<file path="config.mk">
export PLATFORM = sky130hd
export DESIGN_NAME = char_token_fsm
export DESIGN_NICKNAME = d
export VERILOG_FILES = /design/src/rtl/char_token_fsm.sv
export SDC_FILE = /design/constraint.sdc
export NUM_CORES = 1
export LEC_CHECK = 0
export ABC_AREA = 1
export CAP_MARGIN = 20
export CORE_MARGIN = 8
export CORE_UTILIZATION = 35
export DETAILED_ROUTE_END_ITERATION = 10
export SETUP_SLACK_MARGIN = 0.5
export SLEW_MARGIN = 20
export SYNTH_ARGS = -nofsm -noshare
export SYNTH_HDL_FRONTEND = slang
export SYNTH_SLANG_ARGS = --single-unit
</file>
<file path="constraint.sdc">
create_clock -name clk -period 2.3 [get_ports clk]
set_clock_uncertainty 0.2 [all_clocks]
set_input_delay 0.23 -clock clk [delete_from_list [all_inputs] [get_ports clk]]
set_output_delay 0.23 -clock clk [all_outputs]
set_load 0.01 [all_outputs]
</file>
<file path="src/rtl/char_token_fsm.sv">
// char_token_fsm
//   Recognises letters-then-digits tokens closed by a terminator character
//   (e.g. "abcd123%"). Each accepted token gives a one-cycle out pulse and
//   bumps match_cnt.
//
// Ports
//   clk        : clock, rising edge
//   reset      : synchronous, active-high
//   char_valid : char is consumed only when high
//   char       : character code, ASCII in [7:0]
//   case_mode  : 0 = a-z and A-Z are letters, 1 = a-z only
//   out        : registered one-cycle accept pulse
//   match_cnt  : accepted token count, wraps
//   busy       : registered, high whenever state is not IDLE
//
// state | meaning
// IDLE  | waiting for the first letter of a token
// ALPHA | collecting letters
// NUM   | collecting digits, a terminator here may accept
// ERR   | malformed token, discard until a terminator
module char_token_fsm #(
   parameter int WIDTH     = 8,
   parameter int MIN_ALPHA = 1,
   parameter int MIN_DIGIT = 1,
   parameter int MAX_DIGIT = 3,
   parameter int CNT_W     = 8
) (
   input  logic             clk,
   input  logic             reset,
   input  logic             char_valid,
   input  logic [WIDTH-1:0] char,
   input  logic             case_mode,
   output logic             out,
   output logic [CNT_W-1:0] match_cnt,
   output logic             busy
);

   localparam int A_W = (MIN_ALPHA < 1) ? 1 : $clog2(MIN_ALPHA + 1);
   localparam int D_W = $clog2(MAX_DIGIT + 1);

   localparam logic [A_W-1:0] A_MIN = A_W'(MIN_ALPHA);
   localparam logic [D_W-1:0] D_MIN = D_W'(MIN_DIGIT);
   localparam logic [D_W-1:0] D_MAX = D_W'(MAX_DIGIT);
   localparam logic [A_W-1:0] A_ONE = A_W'(1);
   localparam logic [D_W-1:0] D_ONE = D_W'(1);

   typedef enum logic [1:0] {
      IDLE  = 2'd0,
      ALPHA = 2'd1,
      NUM   = 2'd2,
      ERR   = 2'd3
   } state_t;

   typedef enum logic [1:0] {
      C_OTHER  = 2'd0,
      C_LETTER = 2'd1,
      C_DIGIT  = 2'd2
   } cls_t;

   state_t         state;
   logic [A_W-1:0] a_cnt;
   logic [D_W-1:0] d_cnt;
   cls_t           cls;
   logic           high_bits;
   logic [7:0]     lo;

   always_comb begin
      high_bits = 1'b0;
      if (WIDTH > 8) high_bits = |(char >> 8);
      lo  = char[7:0];
      cls = C_OTHER;
      if (!high_bits) begin
         if (lo >= 8'h30 && lo <= 8'h39)
            cls = C_DIGIT;
         else if (lo >= 8'h61 && lo <= 8'h7a)
            cls = C_LETTER;
         else if (lo >= 8'h41 && lo <= 8'h5a && !case_mode)
            cls = C_LETTER;
      end
   end

   always_ff @(posedge clk) begin
      if (reset) begin
         state     <= IDLE;
         a_cnt     <= '0;
         d_cnt     <= '0;
         out       <= 1'b0;
         match_cnt <= '0;
         busy      <= 1'b0;
      end else begin
         out <= 1'b0;
         if (char_valid) begin
            case (state)
               IDLE: begin
                  if (cls == C_LETTER) begin
                     state <= ALPHA;
                     a_cnt <= A_ONE;
                     busy  <= 1'b1;
                  end else if (cls == C_DIGIT) begin
                     state <= ERR;
                     busy  <= 1'b1;
                  end else begin
                     state <= IDLE;
                     busy  <= 1'b0;
                  end
               end
               ALPHA: begin
                  if (cls == C_LETTER) begin
                     // only "enough letters" matters, so stop at the minimum
                     if (a_cnt < A_MIN) a_cnt <= a_cnt + A_ONE;
                  end else if (cls == C_DIGIT) begin
                     if (a_cnt >= A_MIN) begin
                        state <= NUM;
                        d_cnt <= D_ONE;
                     end else begin
                        state <= ERR;
                     end
                  end else begin
                     state <= IDLE;
                     a_cnt <= '0;
                     busy  <= 1'b0;
                  end
               end
               NUM: begin
                  if (cls == C_DIGIT) begin
                     if (d_cnt == D_MAX) state <= ERR;
                     else                d_cnt <= d_cnt + D_ONE;
                  end else if (cls == C_LETTER) begin
                     state <= ERR;
                  end else begin
                     state <= IDLE;
                     a_cnt <= '0;
                     d_cnt <= '0;
                     busy  <= 1'b0;
                     if (d_cnt >= D_MIN) begin
                        out       <= 1'b1;
                        match_cnt <= match_cnt + 1'b1;
                     end
                  end
               end
               default: begin
                  if (cls == C_OTHER) begin
                     state <= IDLE;
                     a_cnt <= '0;
                     d_cnt <= '0;
                     busy  <= 1'b0;
                  end
               end
            endcase
         end
      end
   end

endmodule

</file>
Word-level counts from Yosys, hierarchy flattened
Cells that the tools add are included.
{"block": "totals", "register_bits": 15, "input_bits": 12, "output_inout_bits": 10, "wordCells": 88}
{"block": "classes", "n_mux": 33, "n_eq_ne": 17, "add_sub_neg": 3, "reduce_logical": 15, "magnitude_cmp": 9, "bitwise": 5}
{"op": "2-bit two-way mux", "count": 15}
{"op": "8-bit by 7-bit >= comparator with 1-bit output (second input constant)", "count": 2}
{"op": "8-bit by 7-bit less-or-equal comparator with 1-bit output (second input constant)", "count": 2}
{"op": "3-bit != test (second input constant)", "count": 5}
{"op": "1-bit two-way mux", "count": 14}
{"op": "2-bit != test (second input constant)", "count": 7}
{"op": "2-bit one-hot mux with 3 select lines", "count": 2}
{"op": "8-bit by 1-bit adder with 8-bit output (second input constant)", "count": 1}
{"op": "8-bit by 6-bit >= comparator with 1-bit output (second input constant)", "count": 1}
{"op": "8-bit by 6-bit less-or-equal comparator with 1-bit output (second input constant)", "count": 1}
{"op": "8-bit AND reduction", "count": 1}
{"op": "7-bit AND reduction", "count": 1}
{"op": "2-bit equality test (second input constant)", "count": 3}
{"op": "1-bit one-hot mux with 3 select lines", "count": 2}
{"op": "6-bit AND reduction", "count": 1}
{"op": "1-bit inverter", "count": 5}
{"op": "5-bit AND reduction", "count": 1}
{"op": "5-bit OR reduction", "count": 1}
{"op": "2-bit by 1-bit equality test with 1-bit output (second input constant)", "count": 2}
{"op": "1-bit logical AND", "count": 4}
{"op": "2-bit zero test", "count": 2}
{"op": "4-bit AND reduction", "count": 1}
{"op": "4-bit nonzero test", "count": 1}
{"op": "3-bit nonzero test", "count": 1}
{"op": "other kinds (6)", "count": 6}

Longest topological paths before layout
Gate-level depths: netlist (run 1).
{"block": "depth", "depth_word": 10, "ltp_mapped": 12, "ltp_nobuf": 12}

Least setup slack after synthesis (run 1)
OpenSTA, ideal clock, no wires.
{"block": "synth_path", "path_kind": "register to register", "startpoint": "reg state[0]", "endpoint": "reg match_cnt[4]", "path_slack_ps": 575, "setup_ps": 115, "required_ps": 1985, "path_buffers": 0, "arrival_ps": 1410, "stages_incl_launch_ff": 10, "path_cell_list": "dfxtp_1 -> inv_1 -> ha_1 -> inv_2 -> nor3_2 -> nand3_4 -> nor3_4 -> nand3_1 -> nand2_1 -> nor2_1"}
{"block": "synth_between", "elab_chain_cells": 2}
{"item": "start, declared", "line": "60", "text": "state_t state;"}
{"item": "start signal, assigned", "line": "84", "text": "state <= IDLE;"}
{"item": "start signal, assigned", "line": "96", "text": "state <= ALPHA;"}
{"item": "start signal, assigned", "line": "100", "text": "state <= ERR;"}
{"item": "2-bit equality test", "line": "93", "text": "case (state)"}
{"item": "5-bit AND reduction (no source line)"}
{"item": "end signal, assigned", "line": "137", "text": "match_cnt <= match_cnt + 1'b1;"}
{"item": "end, declared", "line": "34", "text": "output logic [CNT_W-1:0] match_cnt,"}
No other way between the ends.
A chain may end at the register's enable or synchronous reset.

Final worst setup path (run 1)
{"block": "layout_path", "startpoint": "reg state[1]", "endpoint": "reg d_cnt[0]"}
{"block": "layout_between", "elab_chain_cells": 3}
{"item": "2-bit equality test (tied with other cells)", "line": "93"}
{"item": "3-bit != test (no source line) (tied with other cells)"}
{"item": "8-bit AND reduction (no source line)"}
{"item": "end signal, assigned", "line": "127", "text": "else d_cnt <= d_cnt + D_ONE;"}
{"item": "end, declared", "line": "62", "text": "logic [D_W-1:0] d_cnt;"}
Parallel ways exist; a longest one is shown, timed or not.

==> impl_results.md, run 1 <==
* Finish-stage setup viols at 0
* Clock power frac at 0.288
* N_diodes at 0
* # Max-Cap Violations at 0
* Vias in the first global route at 975
* Reg power frac at 0.528
* FP Rows at 19
* Pin count of the biggest net entering global routing at 11
* Status: complete, no violations
* Total track usage at 0.0965
* Tcrit/Tclk final at 0.767
* Worst skew pair latency at 0.27 ns
* FMAX at 567 MHz
* CP dominant cell by count: nor2_1
* Clock buffer count from CTS at 3
* WL/cell at 11.3 microns
* Fin. Hold Viols at 0
* Max incr delay on CP at 0.39 ns
* Net switching power at 0.000130 W
* Cell Chain, Critical Path: inv_1 -> ha_2 -> inv_2 -> nor2_1 -> a211oi_1 -> nand3_1 -> nor2_1 -> nand2_2 -> a21oi_1 -> nor2_1
* RSZ-0062 raised after global routing: true
* Ys Warns at 0
* Die Y-Extent at 70.3 microns
* Slowest-stage cell, CP: dfxtp_4
* Pwr Density at 343 nW/um^2
* Int Power at 0.000372 W
* Layout area overhead at 41.9%
* Die Area at 4940 sq um
* Detailed-route DRC error count at 0
* Crit path DAT at 1.74 ns
* Critical Path Sink Type: register
* Sw Ratio at 0.259
* CTS Buffer Depth at 2
* Syn Inst Count at 150
* Pre-Repair DR Iteration Count at 4
* Initial antenna violation count at 0
* Unique masters post-synth at 25
* Max_slew headroom at 0.786
* CTS H-Tree Depth at 1
* Syn_nets at 169
* Vias at 1067
* Critical path class: register to register
* Placed Area at 1280 sq um
* Port buffer count at 21
* Sequential element share of the synthesized area at 0.291
* Flops & latches, synth at 15
* Final #Nets at 204
* Final Max Tran Viols at 0
* Core Region at 2780 sq um
* Drt initial violations at 54
* Worst endpoint required time at 2.27 ns
* Internal reg-to-reg setup slack at 0.53 ns
* Slew of the pin with the lowest slew margin at 0.318 ns
* CP Max Fanout at 4
* Grt ovf at 0
* Tmin final at 1.77 ns
* First-pass GRT wire length at 4.08 mm
* CTS tree: yes
* Initial Util at 0.371
* Routed Wire Length at 2.43 mm
* Final setup TNS at 0 ns
* Final instance area at 1460 sq um
* Hold Crit Class: register to register
* Die Span X at 70.3 microns
* GPL Wtd Cong at 0.838
* Synthesized area at 1030 sq um
* Antenna viol nets, final at 0
* Clk root buf: clkbuf_4
* Most common cell after layout, fill and taps aside: nand2_1
* Leak at 0.654 nW
* Layout cells sized above 1 at 0.207
* Detailed placer's ending HPWL at 1.83 mm
* Comb pwr share at 0.184
* Top Ports at 22
* TritonCTS Sinks at 15
* Vias per Instance at 4.96
* Most frequent cells in the layout: nand2_1 (27), inv_1 (21), nor2_1 (21)
* VDD IR-drop max at 0.231 mV
* Clk pin slew, worst setup/hold paths at 0.09 ns
* Syn Area/Cell at 6.87 sq um
* Critical Path Start Type: register
[kinds of logic (layout without fill, tap and decap cells)]
group / count (synthesis) / count (layout) / synth area share
buffers and inverters: 26 / 60 / 0.0947
AOI/OAI and AO/OA: 23 / 23 / 0.124
and+or+nand+nor: 79 / 79 / 0.405
adders and majority gates: 7 / 7 / 0.0849
DFF: 15 / 15 / 0.291
[cells in the mapped netlist]
master	n	area, sq um
clkinv_1	1	3.75
nand3_4	2	35.0
nand3_1	11	55.1
nand3b_2	1	11.3
nand3_2	1	10.0
nor2_4	3	33.8
nand4_1	5	31.3
o21ai_2	1	8.76
o211ai_1	1	7.51
inv_1	23	86.3
dfxtp_1	15	300
a31oi_1	1	6.26
nand2_4	1	11.3
o21ai_0	5	25.0
o21a_1	1	7.51
nor3_2	1	10.0
ha_1	7	87.6
a211oi_1	1	7.51
a21oi_1	12	60.1
inv_2	2	7.51
nor2_1	22	82.6
nor2_2	2	12.5
o21ai_1	1	5.00
nor3_4	1	16.3
nand2_1	29	109
[cell type report]
| cell class | instances | area (sq um) |
|---|---|---|
| well taps | 31 | 38.8 |
| multi-input cells | 109 | 686 |
| fillers | 266 | 1320 |
| repair buffers | 30 | 298 |
| flip-flops and latches | 15 | 309 |
| inverters | 26 | 105 |
| clock buffers | 4 | 26.3 |
[registers in the layout (all words and copies together) (netlist names)]
| signal | flops |
|---|---|
| busy | 1 |
| out | 1 |
| a_cnt | 1 |
| state | 2 |
| match_cnt | 8 |
| d_cnt | 2 |
[through the flow]
step	total power, W	util	instances	setup slack (ns)	hold slack, ns
final	0.000502	0.526	215	0.535	0.269
after CTS	0.000505	0.481	207	0.503	0.273
after global placement	0.000352	0.460	202	0.287	0.251
after global routing	0.000533	0.526	215	0.438	0.286
after detailed placement	0.000353	0.460	202	0.242	0.259
after floorplan	0.000319	-	150	0.575	0.0991
[critical path: cells and delay by family, from the launching register on]
kind	cells	cell delay (ns)
AO/OA/AOI/OAI	2	0.30
adder cells (fa/ha/maj)	1	0.19
buffers and inverters	2	0.15
flip-flops	1	0.39
AND/OR/NAND/NOR	5	0.43
[timing repair]
action | 4_1_cts | 5_1_grt
setup endpoints to repair | 9 | 9
resized for setup | 9 | 16
pin swaps | 3 | 7
hold buffers | 0 | 0
buffers inserted | 1 | 8
[routing by layer]
layer  vias to the layer above  GRT usage  part of all wire
li1                        549          -                 -
met1                       492      0.114              0.45
met2                        24      0.164              0.50
met3                         2     0.0240             0.038
met4                         0     0.0335            0.0058
met5                         -          0                 0
[worst paths after layout]
check | from | endpoint | cells past startpoint
max reg2reg | state[1] | d_cnt[0] | 10
min | busy | busy | 2
max | state[1] | d_cnt[0] | 10
min reg2reg | busy | busy | 2
[power by group through the flow]
| stage | clock network [W] | logic, W | registers (W) |
|---|---|---|---|
| final | 0.000145 | 0.0000923 | 0.000265 |
| after global routing | 0.000164 | 0.000103 | 0.000266 |
| after CTS | 0.000156 | 0.0000830 | 0.000266 |
| after detailed placement | 0 | 0.0000809 | 0.000272 |
| after global placement | 0 | 0.0000795 | 0.000272 |
| after floorplan | 0 | 0.0000471 | 0.000272 |
No activity file was read; power rests on OpenSTA's default activity.
==> inputs of run 2 (changes only) <==
==> constraint.sdc (replaced) <==
create_clock -name clk -period 1.7 [get_ports clk]
set_clock_uncertainty 0.2 [all_clocks]
set_input_delay 0.17 -clock clk [delete_from_list [all_inputs] [get_ports clk]]
set_output_delay 0.17 -clock clk [all_outputs]
set_load 0.01 [all_outputs]
==> run 2 against run 1 <==
  * Global-route usage rose by 2.6 points
  * First-iteration DRC count down 26%
  * Design area up 15%
  * Clock power increased by 35%
  * Cell count rose by 7.9%
  * Critical endpoint is now match_cnt[3]
  * Largest power group unchanged
==> impl_results.md, run 2 (synthesis gave the netlist of run 1 again) <==
* Status: complete, no violations (unchanged)
* Slowest-stage cell, CP: dfxtp_4 (unchanged)
* RSZ-0062 raised after global routing: true (unchanged)
* TritonCTS Sinks at 15 (unchanged)
* FP Rows at 19 (unchanged)
* Final #Nets at 221 (was 204)
* Die Area at 4940 sq um (unchanged)
* Cell depth of the worst hold path at 2 (unchanged)
* # Max-Cap Violations at 0 (unchanged)
* Layout cells sized above 1 at 0.517 (was 0.207)
* Vias per Instance at 4.90 (was 4.96)
* Core Region at 2780 sq um (unchanged)
* VDD IR-drop max at 0.610 mV (was 0.231 mV)
* Worst R2R End: match_cnt[3] (was d_cnt[0])
* Leak at 0.787 nW (was 0.654 nW)
* Most frequent cells in the layout: buf_4 (25), nand2_1 (22), inv_1 (17) (was nand2_1 (27), inv_1 (21), nor2_1 (21))
* CP Max Fanout at 5 (was 4)
* Hold Crit Class: register to register (unchanged)
* Tmin final at 1.68 ns (was 1.77 ns)
* Most flops, register: match_cnt (unchanged)
* Slew of the pin with the lowest slew margin at 0.298 ns (was 0.318 ns)
* Vias at 1137 (was 1067)
* Internal reg-to-reg setup slack at 0.02 ns (was 0.53 ns)
* Routed Wire Length at 3.05 mm (was 2.43 mm)
* Final instance area at 1690 sq um (was 1460 sq um)
* Pre-Repair DR Iteration Count at 4 (unchanged)
* Initial antenna violation count at 0 (unchanged)
* Finish-stage setup viols at 0 (unchanged)
* Total track usage at 0.123 (was 0.0965)
* WL/cell at 13.1 microns (was 11.3 microns)
* Most common cell after layout, fill and taps aside: buf_4 (was nand2_1)
* CTS Buffer Depth at 2 (unchanged)
* N_diodes at 0 (unchanged)
* Top Registers: match_cnt (8), d_cnt (2), state (2) (unchanged)
* Detailed-route DRC error count at 0 (unchanged)
* Critical path class: register to register (unchanged)
* Port buffer count at 21 (unchanged)
* FF-to-FF path depth at 9 (was 10)
* Clk pin slew, worst setup/hold paths at 0.08 ns (was 0.09 ns)
* Vias in the first global route at 1178 (was 975)
* Worst skew pair latency at 0.28 ns (was 0.27 ns)
* Fin. Hold Viols at 0 (unchanged)
* R2R Path Start: state[0] (was state[1])
* Hold-fix buffers, CTS at 0 (unchanged)
* Detailed placer's ending HPWL at 2.12 mm (was 1.83 mm)
* Final Power at 0.000724 W (was 0.000502 W)
* Crit. Startpoint: state[0] (was state[1])
* Pwr Density at 429 nW/um^2 (was 343 nW/um^2)
* Pin count of the biggest net entering global routing at 11 (unchanged)
* CTS tree: yes (unchanged)
* Critical Path Sink Type: register (unchanged)
* Final Max Tran Viols at 0 (unchanged)
* Tcrit/Tclk final at 0.987 (was 0.767)
* First-pass GRT wire length at 5.21 mm (was 4.08 mm)
* Top Ports at 22 (unchanged)
* Critical Path Start Type: register (unchanged)
* FMAX at 596 MHz (was 567 MHz)
* Die Y-Extent at 70.3 microns (unchanged)
* CP dominant cell by count: inv_6 (was nor2_1)
* Layout area overhead at 63.6% (was 41.9%)
* Max_slew headroom at 0.800 (was 0.786)
* Antenna viol nets, final at 0 (unchanged)
* Placed Area at 1410 sq um (was 1280 sq um)
* CTS H-Tree Depth at 1 (unchanged)
* Die Span X at 70.3 microns (unchanged)
* Drt initial violations at 40 (was 54)
* Final core utilization at 0.606 (was 0.526)
* Initial Util at 0.371 (unchanged)
* GPL Wtd Cong at 0.840 (was 0.838)
* Final worst slack at 0.0229 ns (was 0.535 ns)
* Max incr delay on CP at 0.38 ns (was 0.39 ns)
* Crit path DAT at 1.65 ns (was 1.74 ns)
* Cell Chain, Critical Path: inv_6 -> ha_4 -> inv_6 -> nor3_4 -> nand3_4 -> nor2_4 -> buf_4 -> a21oi_2 -> o21a_1 (was inv_1 -> ha_2 -> inv_2 -> nor2_1 -> a211oi_1 -> nand3_1 -> nor2_1 -> nand2_2 -> a21oi_1 -> nor2_1)
* Grt ovf at 0 (unchanged)
* Critical path endpoint: match_cnt[3] (was d_cnt[0])
* Clock buffer count from CTS at 3 (unchanged)
* Fillers at 255 (was 266)
* Worst endpoint required time at 1.67 ns (was 2.27 ns)
* Clk root buf: clkbuf_4 (unchanged)
* Flip-flop count of the largest register after layout at 8 (unchanged)
* Pre-CTS WS at -0.321 ns (was 0.242 ns)
## run 2: layer usage
metal  vias up  wire length, microns  global-route usage
met5         -                     0                   0
met4         0                    29              0.0134
met3         4                    88              0.0325
met2        21                  1590               0.235
met1       523                  1340               0.133
li1        589                     -                   -
## run 2: layout make-up
class	instances	area, sq um	area share
clock buffers	3	22.5	0.0134
clock inverters	1	5.00	0.00297
inverters	26	113	0.0668
multi-input cells	109	833	0.494
flip-flops and latches	15	324	0.192
well taps	31	38.8	0.0230
repair buffers	47	350	0.208
## run 2: worst min-delay path by stage
stage	startpoint	end	slack (ns)
3_3_place_gp	busy	busy	0.25
3_5_place_dp	busy	busy	0.25
5_1_grt	busy	busy	0.29
6_report	busy	busy	0.25
2_1_floorplan	reset	state[1]	0.03
4_1_cts	busy	busy	0.26
## run 2: through the flow
step	setup TNS [ns]	hold WS [ns]	cells
after floorplan	0	0.0294	150
after global placement	-2.60	0.246	215
after detailed placement	-3.47	0.253	215
after CTS	0	0.262	231
after global routing	-0.369	0.286	232
final	0	0.254	232
## run 2: repair_timing
item / in CTS / in global routing
gates resized for setup: 99 / 7
buffers inserted: 12 / 1
pin swaps: 28 / 11
gates cloned: 0 / 0
endpoints found under the setup margin: 25 / 17
## run 2: where the power goes
part,switching (W),internal [W],total (W),leakage (nW)
clock,0.000109,0.0000872,0.000196,0.0177
combinational,0.0000906,0.0000771,0.000168,0.641
sequential,0.00000652,0.000353,0.000360,0.129
## run 2: worst max-delay path: cells and delay by family, from the launching register on
kind | cells | cell delay, ns
flops | 1 | 0.38
buf+inv | 3 | 0.26
simple gates | 3 | 0.46
compound gates | 2 | 0.13
fa+ha+maj | 1 | 0.15
